`src/rtl/alu_ctrl_issue.sv`:
```
// alu_ctrl_issue
// ---------------------------------------------------------------------------
// ALU-control issue stage sitting between instruction decode and the 64-bit
// datapath ALU. An ALUOp/funct3/funct7[5] bundle plus two operands is taken in
// over a valid/ready handshake, the 4-bit ALU control code is decoded on the
// input side, and control plus operands are presented to the ALU from a
// registered main register. A skid register absorbs one extra bundle so that
// in_ready can stay a pure flop output with no path from out_ready.
//
// Ports:
//   clk, rst                 clock (rising edge), async active-high reset
//   in_valid / in_ready      upstream handshake (in_ready registered)
//   in_alu_op                00 ld/st, 01 branch, 10 R-type, 11 reserved
//   in_funct3, in_funct7_b5  instruction function fields
//   in_op1, in_op2           operands (DATA_W bits)
//   out_valid / out_ready    downstream handshake (out_valid registered)
//   out_alu_ctrl             0000 AND, 0001 OR, 0010 ADD, 0110 SUB, 1111 illegal
//   out_input1, out_input2   operands aligned with out_alu_ctrl
//   out_illegal              bundle decoded as illegal
//   err_sticky               sticky illegal-issued flag
//
// Optional feature macro: ALU_CTRL_ISSUE_ERR_STICKY_EN
//   defined   -> err_sticky sets when an illegal bundle transfers out and
//                holds until rst
//   undefined -> err_sticky is tied to 0
// ---------------------------------------------------------------------------
module alu_ctrl_issue #(
  parameter int DATA_W = 64
) (
  input  logic              clk,
  input  logic              rst,
  input  logic              in_valid,
  output logic              in_ready,
  input  logic [1:0]        in_alu_op,
  input  logic [2:0]        in_funct3,
  input  logic              in_funct7_b5,
  input  logic [DATA_W-1:0] in_op1,
  input  logic [DATA_W-1:0] in_op2,
  output logic              out_valid,
  input  logic              out_ready,
  output logic [3:0]        out_alu_ctrl,
  output logic [DATA_W-1:0] out_input1,
  output logic [DATA_W-1:0] out_input2,
  output logic              out_illegal,
  output logic              err_sticky
);

  localparam logic [3:0] CTRL_AND = 4'b0000;
  localparam logic [3:0] CTRL_OR  = 4'b0001;
  localparam logic [3:0] CTRL_ADD = 4'b0010;
  localparam logic [3:0] CTRL_SUB = 4'b0110;
  localparam logic [3:0] CTRL_ILL = 4'b1111;

  // Occupancy of the two storage registers.
  typedef enum logic [1:0] {
    S_EMPTY = 2'b00,
    S_ONE   = 2'b01,
    S_TWO   = 2'b10
  } state_t;

  state_t            state;
  logic [3:0]        dec_ctrl;
  logic              dec_illegal;
  logic [3:0]        skid_ctrl;
  logic              skid_illegal;
  logic [DATA_W-1:0] skid_op1;
  logic [DATA_W-1:0] skid_op2;
  logic              in_xfer;
  logic              out_xfer;

  assign in_xfer  = in_valid & in_ready;
  assign out_xfer = out_valid & out_ready;

  // Decode the incoming bundle before it is registered. funct7[5] only
  // matters for funct3=000, where it selects SUB over ADD. Anything not
  // recognised is tagged illegal but still flows through in order.
  always_comb begin
    dec_ctrl    = CTRL_ILL;
    dec_illegal = 1'b1;
    unique case (in_alu_op)
      2'b00: begin
        dec_ctrl    = CTRL_ADD;
        dec_illegal = 1'b0;
      end
      2'b01: begin
        dec_ctrl    = CTRL_SUB;
        dec_illegal = 1'b0;
      end
      2'b10: begin
        case (in_funct3)
          3'b000: begin
            dec_ctrl    = in_funct7_b5 ? CTRL_SUB : CTRL_ADD;
            dec_illegal = 1'b0;
          end
          3'b111: begin
            dec_ctrl    = CTRL_AND;
            dec_illegal = 1'b0;
          end
          3'b110: begin
            dec_ctrl    = CTRL_OR;
            dec_illegal = 1'b0;
          end
          default: begin
            dec_ctrl    = CTRL_ILL;
            dec_illegal = 1'b1;
          end
        endcase
      end
      default: begin
        dec_ctrl    = CTRL_ILL;
        dec_illegal = 1'b1;
      end
    endcase
  end

  // Skid-buffer controller. Both handshake outputs are computed for the next
  // state and registered here, so in_ready never depends on out_ready in the
  // same cycle. In TWO in_ready is already low, so no input transfer can
  // arrive there; the skid entry moves into main as soon as main drains.
  always_ff @(posedge clk or posedge rst) begin
    if (rst) begin
      state        <= S_EMPTY;
      in_ready     <= 1'b1;
      out_valid    <= 1'b0;
      out_alu_ctrl <= '0;
      out_input1   <= '0;
      out_input2   <= '0;
      out_illegal  <= 1'b0;
      skid_ctrl    <= '0;
      skid_illegal <= 1'b0;
      skid_op1     <= '0;
      skid_op2     <= '0;
    end else begin
      case (state)
        S_EMPTY: begin
          if (in_xfer) begin
            out_alu_ctrl <= dec_ctrl;
            out_illegal  <= dec_illegal;
            out_input1   <= in_op1;
            out_input2   <= in_op2;
            out_valid    <= 1'b1;
            state        <= S_ONE;
          end
        end
        S_ONE: begin
          if (in_xfer && out_xfer) begin
            out_alu_ctrl <= dec_ctrl;
            out_illegal  <= dec_illegal;
            out_input1   <= in_op1;
            out_input2   <= in_op2;
          end else if (out_xfer) begin
            out_valid <= 1'b0;
            state     <= S_EMPTY;
          end else if (in_xfer) begin
            skid_ctrl    <= dec_ctrl;
            skid_illegal <= dec_illegal;
            skid_op1     <= in_op1;
            skid_op2     <= in_op2;
            in_ready     <= 1'b0;
            state        <= S_TWO;
          end
        end
        S_TWO: begin
          if (out_xfer) begin
            out_alu_ctrl <= skid_ctrl;
            out_illegal  <= skid_illegal;
            out_input1   <= skid_op1;
            out_input2   <= skid_op2;
            in_ready     <= 1'b1;
            state        <= S_ONE;
          end
        end
        default: begin
          state     <= S_EMPTY;
          in_ready  <= 1'b1;
          out_valid <= 1'b0;
        end
      endcase
    end
  end

`ifdef ALU_CTRL_ISSUE_ERR_STICKY_EN
  // Latch the first illegal bundle handed to the ALU; only rst clears it.
  always_ff @(posedge clk or posedge rst) begin
    if (rst) begin
      err_sticky <= 1'b0;
    end else if (out_xfer && out_illegal) begin
      err_sticky <= 1'b1;
    end
  end
`else
  assign err_sticky = 1'b0;
`endif

endmodule

```
`config.mk`:
```
export PLATFORM = sky130hd
export DESIGN_NAME = alu_ctrl_issue
export DESIGN_NICKNAME = d
export VERILOG_FILES = /design/src/rtl/alu_ctrl_issue.sv
export SDC_FILE = /design/constraint.sdc
export NUM_CORES = 1
export LEC_CHECK = 0
export ABC_AREA = 1
export BUFFER_PORTS_ARGS = -buffer_cell sky130_fd_sc_hd__buf_2
export CAP_MARGIN = 40
export CORE_MARGIN = 2
export CORE_UTILIZATION = 56
export CTS_BUF_LIST = sky130_fd_sc_hd__clkbuf_8
export DETAILED_ROUTE_END_ITERATION = 8
export HOLD_SLACK_MARGIN = 0.08
export PLACE_DENSITY = 0.83
export SLEW_MARGIN = 20
export SYNTH_ARGS = -nofsm -noshare
export SYNTH_HDL_FRONTEND = slang
export SYNTH_SLANG_ARGS = --single-unit
```
`constraint.sdc`:
```
create_clock -name clk -period 13.3 [get_ports clk]
set_clock_uncertainty 0.2 [all_clocks]
set_input_delay 2.66 -clock clk [delete_from_list [all_inputs] [get_ports clk]]
set_output_delay 2.66 -clock clk [all_outputs]
set_load 0.01 [all_outputs]
```
# == After elaboration in Yosys (flattened, before gate mapping) ==
# Index checks and enable logic that the tools add are counted.
# totals
regBits,270
latchBits,0
mem_bits_rw,0
mem_bits_ro,0
inputBits,138
n_memories,0
# classes
n_addsub,0
n_mul,0
div_mod_pow,0
n_lt_le_gt_ge,0
n_eq_ne,14
shift,0
muxes,36
n_bitwise,6
reduce_logical,12
# op_table
op,count
$mux 64,6
$pmux 64 s3,2
$pmux 4 s3,3
$reduce_and 4->1,4
$ne 2x2->1 const B,7
$mux 4,3
$mux 1,11
$mux 2,5
$pmux 1 s3,3
$eq 3x3->1 const B,2
$pmux 2 s3,1
$reduce_and 5->1,1
$eq 2x1->1 const B,2
$eq 2x2->1 const B,2
$logic_not 2->1,2
$not 1->1,4
$logic_not 3->1,1
$mux 3,1
$ne 3x3->1 const B,1
$reduce_bool 3->1,1
$reduce_or 3->1,1
$and 1x1->1,2
$pmux 1 s2,1
$reduce_or 2->1,1
$logic_and 1x1->1,1

# == Longest topological paths before layout ==
# logic_depth
ltp_word,6
depth_mapped,9
depth_no_buf,8

# == Least setup slack after synthesis ==
# Ideal clock, no wire load.
# synth_timing
path_kind,input -> register
from,input in_valid
to,register out_alu_ctrl[0]
setup_ps,117
t_arrival_ps,3501
required_ps,12983
slack_ps,9482
path_stages,9
n_path_buf,2
path_cell_list,nand2_1 > nor2_1 > nand2_1 > nand2_1 > nand2_2 > buf_4 > buf_4 > nand2_1 > nand2_1
# synth_via
elab_chain_cells,4
word_cells_on_any_way,5
cone_classes,2 x eq/ne; 1 x bitwise; 2 x reduce/logical
# synth_lines
item,line_no,text
"start, declared",32,"input logic in_valid,"
$and 1x1->1 *,71,assign in_xfer = in_valid & in_ready;
$logic_and 1x1->1,146,if (in_xfer && out_xfer) begin
$ne 2x2->1 (no line),n/a,
$reduce_and 4->1 (no line) *,n/a,
"end signal, assigned",137,out_alu_ctrl <= dec_ctrl;
"end signal, assigned",147,out_alu_ctrl <= dec_ctrl;
"end signal, assigned",165,out_alu_ctrl <= skid_ctrl;
"end, declared",41,"output logic [3:0] out_alu_ctrl,"
# Mark *: on every way between the ends. The rest lies on a longest branch, timed or not.
# A chain may end at the register's enable or synchronous reset.

# == Final worst setup path ==
# layout_timing
from,input in_valid
to,register out_input2[7]
# layout_via
elab_chain_cells,4
word_cells_on_any_way,5
cone_classes,2 x eq/ne; 1 x bitwise; 2 x reduce/logical
# layout_lines
item,line_no,text
$and 1x1->1 *,71,
$logic_and 1x1->1,146,
$ne 2x2->1 (no line),n/a,
$reduce_and 4->1 (no line) *,n/a,
"end signal, assigned",140,out_input2 <= in_op2;
"end signal, assigned",150,out_input2 <= in_op2;
"end signal, assigned",168,out_input2 <= skid_op2;
"end, declared",43,"output logic [DATA_W-1:0] out_input2,"
# Marked as above.

==> metrics.md <==
| Metric | Value |
|---|---|
| Status | completed |
| Peak VDD IR | 74.7 uV |
| WL final | 28600 um |
| CP Data Arrival Time | 4890 ps |
| Setup WS post-layout | 8660 ps |
| Crit Path Class | input port to flop |
| Vias per inst | 5.11 |
| Drt first pass iters | 6 |
| Final ANT Viol Nets | 0 |
| PortBufs | 272 |
| Root Driver | clkbuf_8 |
| Minimum clock period | 4640 ps |
| # clock sinks | 270 |
| Post-DP HPWL | 17700 um |
| Starting Density | 57.6% |
| Setup bufs post-CTS | 0 |
| WHS Endpoint | out_input1[49]$_DFFE_PP0P_ |
| Largest net degree at the start of global routing | 114 |
| Die Ht | 149 um |
| GPL Wtd Cong | 0.775 |
| Final nets | 1856 |
| Reg2reg end | out_input2[7]$_DFFE_PP0P_ |
| Hold_buf cts | 0 |
| Worst Path Required | 13550 ps |
| Min-delay worst type | flop to flop |
| Clock power share | 43.4% |
| Die area | 22100 um^2 |
| Remaining DRCs | 0 |
| Post-synthesis sequential area ratio | 57.6% |
| Die width | 149 um |
| Seq cells post-synth | 270 |
| Vias in the first global route | 9750 |
| Filler cells | 1628 |
| Source of the worst hold timing path | out_input1[49]$_DFFE_PP0P_ |
| Area of the multi-input gates | 4030 um^2 |
| Setup WS pre-CTS | 8130 ps |
| Resized cells post-CTS | 0 |
| Initial DRC Count | 665 |
| Cell Int Power | 1.22 mW |
| Final hold vios | 0 |
| Synth Area per Inst | 7.98 um^2 |
| Later-pin clock latency in the skew report | 520 ps |
| Fmax | 216 MHz |
| # setup viols final | 0 |
| Worst-margin pin slew | 814 ps |
| Mapped Cells | 1470 |
| Top Ports | 274 |
| Yosys warnings | 0 |
| Cell Pwr Density | 111 nW/um^2 |
| Worst setup EP type | flop |
| Setup TNS Final | 0 ps |
| Unrepaired setup endpoints after global routing | false |
| Hold path cells | 2 |
| Flop pwr share | 52.4% |
| Layout cell share with drive strength beyond 1 | 20.3% |
| Leak | 7.17 nW |
| Register area | 6760 um^2 |
| Clk buf depth | 3 |
| Clk slew on worst S/H paths | 60 ps |
| R2R Setup Slk | 10460 ps |
| Yosys cell types | 19 |
| Avg WL per Cell | 14.2 um |
| Via Count | 10313 |
| Maximum capacitance violations | 0 |
| Combinational group share of total power | 4.3% |
| NetSw | 0.351 mW |
| Synth Cell Area | 11700 um^2 |
| H-tree depth | 2 |
| FP Rows | 52 |
| Crit-path max FO | 71 |
| Syn nets | 1608 |
| Sw frac | 22.4% |
| CTS tree | yes |
| Worst Setup Start Kind | input port |
| Slew headroom | 45.7% |
| Worst Reg-to-Reg Cells | 8 |
| Area growth syn-to-layout | 20.3% |
| Commonest non-fill, non-tap cell in the layout | nand2_1 |
| All-layer global routing usage | 25.7% |
| First-pass GRT wire length | 46400 um |
| Tcrit/Tclk final | 34.9% |
| Initial antenna violation count | 4 |
| R2r startpoint | state[0]$_DFFE_PP0P_ |
| Gr ovfl total | 0 |
| Core region area | 20400 um^2 |
| Commonest non-fill, non-tap cells in the layout | 690 x nand2_1, 272 x buf_2, 269 x dfrtp_1, 151 x inv_1, 145 x o21ai_0 |
| Max-slew violation count | 0 |
| Total CTS buffers | 44 |
-- worst max-delay path: stages --
cell and delay (ps):
buf_2 110, nand2_1 150, nor2_1 60, nand2_1 130
nand2_1 120, nand2_4 580, buf_4 770, nand2_1 160
nand2_1 120
-- metrics by stage --
stage	utilization, %	instance area (um^2)	hold slack, ps	power [mW]	instances
finish	69.3	14100	271	1.57	2017
detailed placement	64.7	13200	260	0.903	1938
floorplan	-	11700	249	0.868	1470
CTS	68.7	14000	275	1.58	2009
global route	69.3	14100	299	1.63	2016
global placement	64.3	13100	257	0.900	1935
-- cell usage after synthesis --
library cell    n  area [um^2]
conb_1          1         3.75
a21oi_1         1         5.00
inv_2           3         11.3
buf_2          41          205
dfrtp_1       269         6730
nor2_1          7         26.3
a21oi_2         1         8.76
o21ai_0       145          726
nand4_1         1         6.26
nand3_1         8         40.0
clkbuf_1       23         86.3
dfstp_2         1         26.3
nand2_1       692         2600
buf_4          17          128
inv_1         137          514
o31ai_1         1         7.51
o21ai_1       116          581
nand2_2         1         6.26
buf_1           5         18.8
-- logic make-up (layout without fill, tap and decap cells) --
| group | count (synthesis) | after routing | share of synthesized area (%) |
|---|---|---|---|
| buffers and inverters | 226 | 499 | 8.21 |
| and+or+nand+nor | 709 | 709 | 22.8 |
| other | 1 | 5 | 0.0320 |
| AOI/OAI and AO/OA | 264 | 264 | 11.3 |
| DFF | 270 | 270 | 57.6 |
-- area by class of cell --
| class | instances | area share, % |
|---|---|---|
| clock buffers | 52 | 5.07 |
| multi-input cells | 974 | 28.6 |
| inverters | 140 | 3.80 |
| well taps | 270 | 2.39 |
| repair buffers | 288 | 11.5 |
| clock inverters | 19 | 0.718 |
| diodes | 4 | 0.0709 |
| flip-flops and latches | 270 | 47.9 |
-- state kept, by name, indices dropped and copies added, names as in the netlist, 2 cells and up --
signal and count:
out_input1 64, out_input2 64, skid_op1 64, skid_op2 64, out_alu_ctrl 4, skid_ctrl 4
state 2
-- power groups by stage --
stage,Clock [mW],Combinational [mW],Sequential [mW]
detailed placement,0,0.0661,0.836
CTS,0.694,0.0668,0.822
floorplan,0,0.0315,0.837
global route,0.733,0.0768,0.821
global placement,0,0.0633,0.836
finish,0.680,0.0669,0.822
-- how the worst max path moves through the flow --
| stage | startpoint | end |
|---|---|---|
| floorplan | rst | out_alu_ctrl[0]$_DFFE_PP0P_ |
| global placement | in_valid | out_alu_ctrl[2]$_DFFE_PP0P_ |
| detailed placement | in_valid | out_alu_ctrl[2]$_DFFE_PP0P_ |
| CTS | in_valid | out_alu_ctrl[2]$_DFFE_PP0P_ |
| global route | in_valid | out_input2[7]$_DFFE_PP0P_ |
| finish | in_valid | out_input2[7]$_DFFE_PP0P_ |
-- routing by layer --
metal,global-route usage [%],part of all wire [%],vias up
met5,0,0,-
met3,4.97,7.6,62
li1,-,-,5019
met4,9.90,2.6,0
met1,35.9,43,4840
met2,40.1,47,392
Power figures use the tool's default switching activity.
